**src/rtl/mem_bus_sequencer.sv**
```systemverilog
// Memory bus sequencer: runs load/store unit accesses on a valid/ready bus.
// Stores are read-modify-write: the word is read, handed back to the
// load/store unit for merging, and the merged word is written.
module mem_bus_sequencer #(
  parameter int unsigned TIMEOUT = 255,
  parameter int unsigned TO_W    = 8
) (
  input  logic        clk,
  input  logic        rst,
  input  logic        req,
  input  logic        we_in,
  input  logic        fault_in,
  input  logic [31:0] addr_in,
  input  logic [31:0] wdata_in,
  output logic [31:0] rdata_out,
  output logic        busy,
  output logic        done,
  output logic        err,
  output logic        bus_valid,
  output logic        bus_we,
  output logic [31:0] bus_addr,
  output logic [31:0] bus_wdata,
  input  logic        bus_ready,
  input  logic [31:0] bus_rdata,
  input  logic        bus_err
);

  typedef enum logic [2:0] {
    IDLE  = 3'd0,
    READ  = 3'd1,
    MERGE = 3'd2,
    WRITE = 3'd3,
    DONE  = 3'd4,
    FAULT = 3'd5
  } state_t;

  // A phase times out on the cycle its wait counter would reach TIMEOUT.
  localparam bit            TO_EN   = (TIMEOUT != 0);
  localparam logic [TO_W-1:0] TO_LAST = TO_W'(TIMEOUT - 1);

  state_t          state_q, state_d;
  logic [31:0]     addr_q, addr_d;
  logic [31:0]     wdata_q, wdata_d;
  logic [31:0]     rdata_q, rdata_d;
  logic            is_store_q, is_store_d;
  logic            err_q, err_d;
  logic [TO_W-1:0] to_cnt_q, to_cnt_d;
  logic            to_hit;

  assign to_hit    = TO_EN && (to_cnt_q == TO_LAST);
  assign rdata_out = rdata_q;

  // State and datapath registers, cleared immediately by reset.
  always_ff @(posedge clk or posedge rst) begin
    if (rst) begin
      state_q    <= IDLE;
      addr_q     <= '0;
      wdata_q    <= '0;
      rdata_q    <= '0;
      is_store_q <= 1'b0;
      err_q      <= 1'b0;
      to_cnt_q   <= '0;
    end else begin
      state_q    <= state_d;
      addr_q     <= addr_d;
      wdata_q    <= wdata_d;
      rdata_q    <= rdata_d;
      is_store_q <= is_store_d;
      err_q      <= err_d;
      to_cnt_q   <= to_cnt_d;
    end
  end

  // Next-state logic: sequences read, merge and write phases with timeout.
  always_comb begin
    state_d    = state_q;
    addr_d     = addr_q;
    wdata_d    = wdata_q;
    rdata_d    = rdata_q;
    is_store_d = is_store_q;
    err_d      = err_q;
    to_cnt_d   = to_cnt_q;
    case (state_q)
      IDLE: begin
        if (req) begin
          if (fault_in) begin
            state_d = FAULT;
          end else begin
            addr_d     = addr_in;
            is_store_d = we_in;
            err_d      = 1'b0;
            to_cnt_d   = '0;
            state_d    = READ;
          end
        end
      end
      READ: begin
        if (bus_ready) begin
          rdata_d = bus_rdata;
          if (bus_err) begin
            err_d   = 1'b1;
            state_d = DONE;
          end else if (is_store_q) begin
            state_d = MERGE;
          end else begin
            state_d = DONE;
          end
        end else begin
          to_cnt_d = to_cnt_q + TO_W'(1);
          if (to_hit) begin
            err_d   = 1'b1;
            state_d = DONE;
          end
        end
      end
      MERGE: begin
        wdata_d  = wdata_in;
        to_cnt_d = '0;
        state_d  = WRITE;
      end
      WRITE: begin
        if (bus_ready) begin
          err_d   = bus_err;
          state_d = DONE;
        end else begin
          to_cnt_d = to_cnt_q + TO_W'(1);
          if (to_hit) begin
            err_d   = 1'b1;
            state_d = DONE;
          end
        end
      end
      DONE:    state_d = IDLE;
      FAULT:   state_d = IDLE;
      default: state_d = IDLE;
    endcase
  end

  // Output decode; busy is masked by reset so every output is 0 during reset.
  always_comb begin
    busy      = 1'b0;
    done      = 1'b0;
    err       = 1'b0;
    bus_valid = 1'b0;
    bus_we    = 1'b0;
    bus_addr  = '0;
    bus_wdata = '0;
    case (state_q)
      IDLE:  busy = req & ~rst;
      READ: begin
        busy      = 1'b1;
        bus_valid = 1'b1;
        bus_addr  = addr_q;
      end
      MERGE: busy = 1'b1;
      WRITE: begin
        busy      = 1'b1;
        bus_valid = 1'b1;
        bus_we    = 1'b1;
        bus_addr  = addr_q;
        bus_wdata = wdata_q;
      end
      DONE: begin
        done = 1'b1;
        err  = err_q;
      end
      FAULT: begin
        done = 1'b1;
        err  = 1'b1;
      end
      default: busy = 1'b0;
    endcase
  end

endmodule

```
**config.mk**
```make
export PLATFORM = sky130hd
export DESIGN_NAME = mem_bus_sequencer
export DESIGN_NICKNAME = d
export VERILOG_FILES = /design/src/rtl/mem_bus_sequencer.sv
export SDC_FILE = /design/constraint.sdc
export NUM_CORES = 1
export LEC_CHECK = 0
export CORE_MARGIN = 10
export CORE_UTILIZATION = 43
export DETAILED_ROUTE_END_ITERATION = 10
export PLACE_DENSITY = 0.81
export SLEW_MARGIN = 15
export SYNTH_ARGS = -nofsm -noshare
export SYNTH_HDL_FRONTEND = slang
export SYNTH_SLANG_ARGS = --single-unit
```
**constraint.sdc**
```tcl
create_clock -name clk -period 5.7 [get_ports clk]
set_input_delay 1.14 -clock clk [delete_from_list [all_inputs] [get_ports clk]]
set_output_delay 1.14 -clock clk [all_outputs]
set_load 0.02 [all_outputs]
```
==> impl_metrics.tcl, run 1 <==
set metrics [dict create \
    drive_gt1_share_pct 14.1 \
    hold_start "addr_q[10]" \
    grt_overflow 0 \
    async_flop_share_pct 100 \
    pwr-share-seq_pct 37.2 \
    antenna_cells 0 \
    cp_slowest_cell "dfrtp_1" \
    syn_avg_cell_area_um2 13.4 \
    outcome "finished, final reports clean" \
    final_cells 699 \
    syn_area_mm2 0.00484 \
    clockBufferDepth 2 \
    remaining_drc_errors 0 \
    dieArea_mm2 0.0159 \
    final-setup-viol-count 0 \
    worst_setup_path_end_kind "output pin" \
    grt_max_degree 68 \
    arrival_ns 2.97 \
    rsz0062_at_grt "no" \
    clkSinkCount 109 \
    synth_top_area_share_pct 56.4 \
    start_util_pct 44.3 \
    finalSetupTns_ns 0 \
    pwr-share-comb_pct 44.8 \
    max_stage_delay_ns 0.72 \
    synth_ff_type "dfrtp_1" \
    vdd_ir_drop_max_v 0.000257 \
    grt_usage_pct 16.4 \
    die_height_um 126 \
    synth_top_family_by_area "multiplexers" \
    fin_nets 661 \
    max_cap_viol_count 0 \
    finalWirelength_mm 13.4 \
    coreArea_mm2 0.0109 \
    drt_iter0_drc 170 \
    startpoint_type "flop" \
    power.density_mw_per_mm2 505 \
    ys_warn_count 0 \
    synth_compound_area_share_pct 4.27 \
    antenna_found_initial 0 \
    grt_pass1_vias 3892 \
    synth_cells 361 \
    dr.pass1.iters 4 \
    grt_first_pass_wirelength_mm 21.1 \
    synth-simple-area-share_pct 12.1 \
    switchingPower_mw 1.28 \
    finalMaxSlewViolations 0 \
    rr_startpoint "state_q[0]" \
    p_int_mw 2.39 \
    postCtsHoldBufs 0 \
    syn_to_final_growth_pct 50.1 \
    numCtsBuffers 9 \
    synth.most_common_cell "dfrtp_1" \
    synth_cell_types 45 \
    crit_chain "nor2b_4, buf_4, and3_1, clkdlybuf4s50_1" \
    dp.cells 685 \
    clkTransAtPathRegs_ns 0.07 \
    fin_worst_skew_ns 0.00561 \
    power.leakage_nw 3.11 \
    ys_ff_latch 109 \
    critPathKind "reg -> out" \
    postCtsSetupBuffers 0 \
    cts-resized-gates 0 \
    place_congestion 0.798 \
    muxShareOfSynthArea_pct 22.6 \
    netlist_top_cells_count "109 x dfrtp_1, 50 x mux2_2, 47 x mux2_1" \
    p_sw_share_pct 34.8 \
    clock_power_share_pct 18.0 \
    synth_edf_count 0 \
    clock_latency_ns 0.34 \
    fmax_mhz 243 \
    port_buffers 203 \
    vias_per_cell 5.11 \
    fillers 837 \
    critical_path_required_ns 4.56 \
    tightest_slew_ns 1.06 \
    synth_top_cell_by_area "dfrtp_1" \
    synthXorXnorAreaFrac_pct 0.724 \
    synth_fp_nets 466 \
    period_minus_slack_ns 4.11 \
    synth_area_leaders "dfrtp_1 56%, mux2_2 12%, mux2_1 11%" \
    ctsRootBufferMaster "clkbuf_16" \
    finalCritPeriodShare_pct 72.1 \
    vias 3571 \
    cts_max_level 3 \
    wl_per_cell_um 19.2 \
    finalHoldViolCount 0 \
    hold_class "reg -> reg" \
    synth.yosys.seq_area_share_pct 56.4 \
    die_x_um 126 \
    io_pins 204 \
    startpoint "state_q[0]" \
    crit_fanout 42 \
    max_slew_margin_pct 29.1 \
    ant_nets 0 \
    dp_hpwl_mm 10.1 \
    fp-row-count 38 \
    cts_tree "yes" \
    synthAdderAreaFrac_pct 0.517 \
]
path summary, 6_finish.rpt:
check	to	slack, ns	depth (start not counted)
max in group asynchronous	wdata_q[15]	3.25	3
worst max-delay path	bus_wdata[10]	1.59	4
min in group asynchronous	addr_q[11]	1.22	2
worst min-delay path	addr_q[10]	0.48	1
worst max register to register	rdata_out[30]	3.26	4
worst min register to register	addr_q[10]	0.48	1
critical path: cells and delay by family (launching register included):
| family | cells | cell delay, ns |
|---|---|---|
| buffers and inverters | 2 | 1.07 |
| and+or+nand+nor | 2 | 0.82 |
| DFF | 1 | 0.72 |
state kept, by name, indices dropped and copies added (netlist names):
signal / flops
err_q: 1
rdata_out: 32
is_store_q: 1
to_cnt_q: 8
addr_q: 32
wdata_q: 32
state_q: 3
stage by stage:
| stage | hold slack, ns | area, µm² | setup slack [ns] | power [mW] | utilization (%) |
|---|---|---|---|---|---|
| 3_5_place_dp | 0.469 | 6950 | 1.55 | 3.05 | 63.5 |
| 2_1_floorplan | 0.449 | 4840 | 0.574 | 2.30 | - |
| 3_3_place_gp | 0.462 | 6950 | 1.55 | 2.98 | 63.5 |
| 4_1_cts | 0.486 | 7260 | 1.54 | 3.72 | 66.4 |
| 6_report | 0.482 | 7260 | 1.59 | 3.67 | 66.4 |
| 5_1_grt | 0.498 | 7260 | 1.35 | 3.88 | 66.4 |
layer usage:
| layer | vias to the layer above | wire, µm | GRT usage [%] | part of all wire [%] |
|---|---|---|---|---|
| li1 | 1654 | - | - | - |
| met1 | 1759 | 5380 | 18.5 | 40 |
| met2 | 148 | 6480 | 27.5 | 48 |
| met3 | 10 | 1430 | 7.55 | 11 |
| met4 | 0 | 134 | 4.22 | 1.0 |
| met5 | - | 0 | 0 | 0 |
cell usage in the layout (no fill, tap or decap), types with 2 or more instances in the layout:
cell and n:
nor2_1 10, mux2_2 50, clkbuf_16 9, o211ai_1 2
xnor2_1 2, xor2_1 2, nor2b_1 3, and2_1 32
a211oi_2 2, nand2_1 5, inv_1 4, ha_1 2
a21oi_1 4, clkdlybuf4s50_1 203, a211oi_1 3, and3_1 34
mux2_1 47, buf_4 5, dfrtp_1 109, bufinv_16 2
cell families after synthesis:
logic type,Yosys count
xor+xnor,4
fa+ha+maj,2
buf+inv,30
flops,109
simple gates,95
mux,97
compound gates,24
layout make-up:
class,instances,area (µm²),share of cell area (%)
repair buffers,208,2070,28.5
clock inverters,4,73.8,1.02
clock buffers,10,239,3.29
multi-input cells,222,1950,26.9
inverters,6,25.0,0.345
well taps,140,175,2.41
flip-flops and latches,109,2730,37.6
power by group through the flow:
stage | sequential, mW | combinational [mW] | clock (mW)
2_1_floorplan | 1.43 | 0.869 | 0
3_3_place_gp | 1.35 | 1.63 | 0
3_5_place_dp | 1.38 | 1.67 | 0
4_1_cts | 1.37 | 1.68 | 0.676
5_1_grt | 1.42 | 1.77 | 0.696
6_report | 1.37 | 1.64 | 0.658
Note: power is estimated with default switching activity, not from simulation.
==> inputs of run 2 (changes only) <==
Clock period 5.7 ns to 4.1 ns, I/O delays scaled along.
==> run 2 against run 1 <==
Effect of this change: clock power increased by 34%; clock skew increased by 0.0033 ns; cell count increased by 0.72%; worst setup slack got worse by 0.93 ns; final area increased by 0.38%; die area unchanged; largest cell class unchanged; largest power group unchanged.
==> impl_metrics.tcl, run 2 (synthesized netlist as in run 1, its figures left out) <==
set metrics [dict create \
    cp_top_family "buffers and inverters" \
    crit_fanout 50 \
    clockBufferDepth 2 \
    io_pins 204 \
    ant_nets 0 \
    dp_hpwl_mm 10.2 \
    finalHoldViolCount 0 \
    pwr-share-seq_pct 36.3 \
    preCtsSetupSlack_ns 1.04 \
    place_area_mm2 0.00699 \
    fillers 856 \
    start_util_pct 44.3 \
    hold_class "reg -> reg" \
    coreArea_mm2 0.0109 \
    design_area_mm2 0.00729 \
    grt_usage_pct 16.4 \
    antenna_cells 0 \
    startpoint_type "flop" \
    power.leakage_nw 3.12 \
    regArea_mm2 0.00273 \
    cp_slowest_cell "dfrtp_1" \
    dieArea_mm2 0.0159 \
    routed-wl-met2_mm 6.39 \
    fin_ws_ns 0.658 \
    final-setup-viol-count 0 \
    finalMaxSlewViolations 0 \
    wl_per_cell_um 18.9 \
    p_int_mw 3.31 \
    utilization_pct 66.7 \
    switchingPower_mw 1.78 \
    clock_power_share_pct 17.3 \
    fmax_mhz 291 \
    outcome "finished, final reports clean" \
    drt_iter0_drc 167 \
    clkTransAtPathRegs_ns 0.07 \
    max_stage_delay_ns 0.69 \
    clock_latency_ns 0.34 \
    ctsRootBufferMaster "clkbuf_16" \
    dr.pass1.iters 4 \
    max_slew_margin_pct 41.0 \
    rsz0062_at_grt "no" \
    clkSinkCount 109 \
    vias 3610 \
    worst-path-buf-inv 2 \
    grt_pass1_vias 3872 \
    pwr-share-comb_pct 46.4 \
    final_common_cell "clkdlybuf4s50_1" \
    cts-resized-gates 0 \
    worst_setup_path_end_kind "output pin" \
    grt_max_degree 71 \
    die_x_um 126 \
    place_congestion 0.793 \
    finalSetupTns_ns 0 \
    multi_input_area_mm2 0.00195 \
    crit_chain "nor2b_4, buf_12, and3_1, clkdlybuf4s50_1" \
    tightest_slew_ns 0.886 \
    met3_length_mm 1.30 \
    fin_nets 664 \
    cts_max_level 3 \
    critPathKind "reg -> out" \
    port_buffers 203 \
    remaining_drc_errors 0 \
    cts_tree "yes" \
    antenna_found_initial 0 \
    postCtsHoldBufs 0 \
    fp-row-count 38 \
    syn_to_final_growth_pct 50.6 \
    power.density_mw_per_mm2 698 \
    fin_worst_skew_ns 0.00888 \
    finalCritPeriodShare_pct 84.0 \
    grt_first_pass_wirelength_mm 21.4 \
    max_cap_viol_count 0 \
    postCtsSetupBuffers 0 \
    final_cell_mix "203 x clkdlybuf4s50_1, 109 x dfrtp_1, 50 x mux2_2" \
    finalWirelength_mm 13.3 \
    drive_gt1_share_pct 14.5 \
    numCtsBuffers 9 \
    highest_layer "met4" \
    critical_path_required_ns 3.28 \
    period_minus_slack_ns 3.44 \
    die_height_um 126 \
    p_sw_share_pct 34.9 \
    vias_per_cell 5.13 \
    wl_met1_mm 5.44 \
    grt_overflow 0 \
    arrival_ns 2.62 \
    vdd_ir_drop_max_v 0.000441 \
]
==> run 2: final timing paths <==
kind                                 endpoint  cells after the start  slack, ns  startpoint
worst max-delay path             bus_wdata[3]                      4       0.66  state_q[0]
worst min-delay path               addr_q[14]                      1       0.48  addr_q[14]
worst max register to register  rdata_out[14]                      5       1.55  state_q[0]
worst min register to register     addr_q[14]                      1       0.48  addr_q[14]
max in group asynchronous          addr_q[20]                      4       1.80         rst
min in group asynchronous          is_store_q                      3       1.01         rst
==> run 2: power by group through the flow <==
stage               logic (mW)  registers, mW  clock network, mW
finish                    2.36           1.85              0.879
global route              2.54           1.92              0.942
CTS                       2.41           1.85              0.902
detailed placement        2.41           1.87                  0
global placement          2.34           1.84                  0
floorplan                 1.21           1.99                  0
==> run 2: per-layer routing <==
| metal | vias to the layer above | GRT usage (%) |
|---|---|---|
| li1 | 1662 | - |
| met1 | 1796 | 19.4 |
| met2 | 139 | 26.7 |
| met3 | 13 | 6.75 |
| met4 | 0 | 4.76 |
| met5 | - | 0 |
==> run 2: per-stage QoR <==
stage | std cells | power [mW] | hold slack [ns]
detailed placement | 688 | 4.28 | 0.468
global placement | 688 | 4.18 | 0.461
floorplan | 361 | 3.20 | 0.449
finish | 704 | 5.09 | 0.480
global route | 704 | 5.40 | 0.501
CTS | 704 | 5.17 | 0.482
==> run 2: area by class of cell <==
| type | count | share of cell area, % |
|---|---|---|
| sequential | 109 | 37.4 |
| timing repair buffer | 211 | 28.9 |
| multi-input combinational | 222 | 26.8 |
| clock buffer | 13 | 3.57 |
| tap | 140 | 2.40 |
| clock inverter | 3 | 0.601 |
| inverter | 6 | 0.360 |
==> inputs of run 3 (changes only) <==
Clock period 4.1 ns to 3.2 ns, I/O delays scaled along.
==> run 3 against run 2 <==
Effect of this change: clock power rose by 21%; final area fell by 0.15%; worst hold slack got worse by 0.0027 ns; flip-flop and latch count unchanged; critical path depth stayed put; global-route usage fell by 0.19 points; worst setup slack got worse by 0.16 ns; via count decreased by 1.2%; die area stayed put; power grew 27%; critical path type is now in -> out; critical endpoint is now busy; largest cell class unchanged; largest power group unchanged; highest routed layer unchanged.
==> impl_metrics.tcl, run 3 (synthesized netlist as in run 1, its figures left out) <==
set metrics [dict create \
    power.total_mw 6.46 \
    port_buffers 203 \
    period_minus_slack_ns 2.70 \
    fmax_mhz 370 \
    rsz0062_at_grt "no" \
    max_cap_viol_count 0 \
    place_congestion 0.809 \
    startpoint "req" \
    final_common_cell "clkdlybuf4s50_1" \
    power.leakage_nw 3.11 \
    critPathKind "in -> out" \
    syn_to_final_growth_pct 50.4 \
    dp.cells 689 \
    die_height_um 126 \
    finalSetupTns_ns 0 \
    fin_worst_skew_ns 0.00609 \
    numCtsBuffers 9 \
    io_pins 204 \
    crit_fanout 5 \
    dieArea_mm2 0.0159 \
    worst_setup_path_end_kind "output pin" \
    tightest_slew_ns 0.771 \
    clock_latency_ns 0.34 \
    multi_input_area_mm2 0.00195 \
    cts_tree "yes" \
    critical_path_required_ns 2.56 \
    antenna_found_initial 0 \
    worstReg2RegEnd "addr_q[27]" \
    fillers 826 \
    antenna_cells 0 \
    max_stage_delay_ns 0.64 \
    place_area_mm2 0.00699 \
    hold_class "reg -> reg" \
    power.density_mw_per_mm2 887 \
    grt_max_degree 70 \
    vias 3568 \
    fp-row-count 38 \
    fin_nets 665 \
    vias_per_cell 5.07 \
    wl_per_cell_um 18.7 \
    finalCritPeriodShare_pct 84.4 \
    ctsRootBufferMaster "clkbuf_16" \
    cts_max_level 3 \
    final_cells 704 \
    postCtsSetupBuffers 0 \
    startpoint_type "input pin" \
    final-setup-viol-count 0 \
    cp_slowest_cell "clkdlybuf4s50_1" \
    rr_startpoint "state_q[1]" \
    grt_first_pass_wirelength_mm 20.9 \
    holdPathStages 1 \
    grt_pass1_vias 3826 \
    max_slew_margin_pct 48.6 \
    final_cell_mix "203 x clkdlybuf4s50_1, 109 x dfrtp_1, 50 x mux2_2" \
    reg2reg_depth 6 \
    finalMaxSlewViolations 0 \
    regArea_mm2 0.00273 \
    hold_end "addr_q[4]" \
    start_util_pct 44.3 \
    critPathMostFrequentCell "clkdlybuf4s50_1" \
    crit_chain "clkdlybuf4s50_1, nand2_1, a21oi_1, clkdlybuf4s50_1" \
    ant_nets 0 \
    clkTransAtPathRegs_ns 0.07 \
    hold_start "addr_q[4]" \
    remaining_drc_errors 0 \
    dr.pass1.iters 4 \
    grt_usage_pct 16.2 \
    outcome "finished, final reports clean" \
    cts-resized-gates 0 \
    grt_overflow 0 \
    drive_gt1_share_pct 14.9 \
    design_area_mm2 0.00728 \
    dp_hpwl_mm 10.1 \
    r2r_setup_slack_ns 1.20 \
    coreArea_mm2 0.0109 \
    postCtsHoldBufs 0 \
    finalWirelength_mm 13.1 \
    vdd_ir_drop_max_v 0.000505 \
    clkSinkCount 109 \
    drt_iter0_drc 128 \
    die_x_um 126 \
    arrival_ns 2.06 \
    clockBufferDepth 2 \
    finalHoldViolCount 0 \
]
==> run 3: cell count changes in the layout (fill, tap and decap cells not counted) <==
cell | before | now
bufinv_16 | 1 | 0
buf_4 | 7 | 8
clkinvlp_4 | 1 | 3
inv_6 | 0 | 1
clkinv_2 | 1 | 0
clkbuf_1 | 2 | 0
==> run 3: worst max-delay path, delay by kind of cell <==
kind	cells	cell delay, ns
compound gates	1	0.15
simple gates	1	0.07
buf+inv	2	1.19
==> run 3: cell type report <==
cell class / count / area share [%]
sequential: 109 / 37.5
multi-input combinational: 222 / 26.8
clock inverter: 4 / 0.447
clock buffer: 11 / 3.47
timing repair buffer: 212 / 29.0
tap: 140 / 2.41
inverter: 6 / 0.361
==> run 3: metrics by stage <==
stage                     utilization (%)  hold WS (ns)  setup slack, ns
after floorplan                         -         0.449           0.0260
after global placement               63.9         0.460            0.502
after detailed placement             63.9         0.467            0.516
after CTS                            66.6         0.483            0.506
after global routing                 66.6         0.502            0.439
final                                66.6         0.478            0.498
==> run 3: where the power goes <==
group / total [mW] / internal [mW] / leakage (nW) / switching [mW]
Combinational: 3.06 / 1.57 / 1.65 / 1.49
Sequential: 2.33 / 2.03 / 1.33 / 0.307
Clock: 1.06 / 0.571 / 0.134 / 0.489
==> run 3: worst max-delay path by stage <==
stage	depth (start not counted)	slack, ns	to
after floorplan	3	0.03	busy
after global placement	4	0.50	busy
after detailed placement	4	0.52	busy
after CTS	4	0.51	busy
after global routing	4	0.44	busy
final	4	0.50	busy
==> run 3: per-layer routing <==
metal	global-route usage (%)	share of wire, %	vias to the layer above	routed length [µm]
li1	-	-	1669	-
met1	18.8	41	1757	5340
met2	27.1	49	132	6460
met3	6.59	9.3	10	1220
met4	4.22	0.98	0	129
met5	0	0	-	0
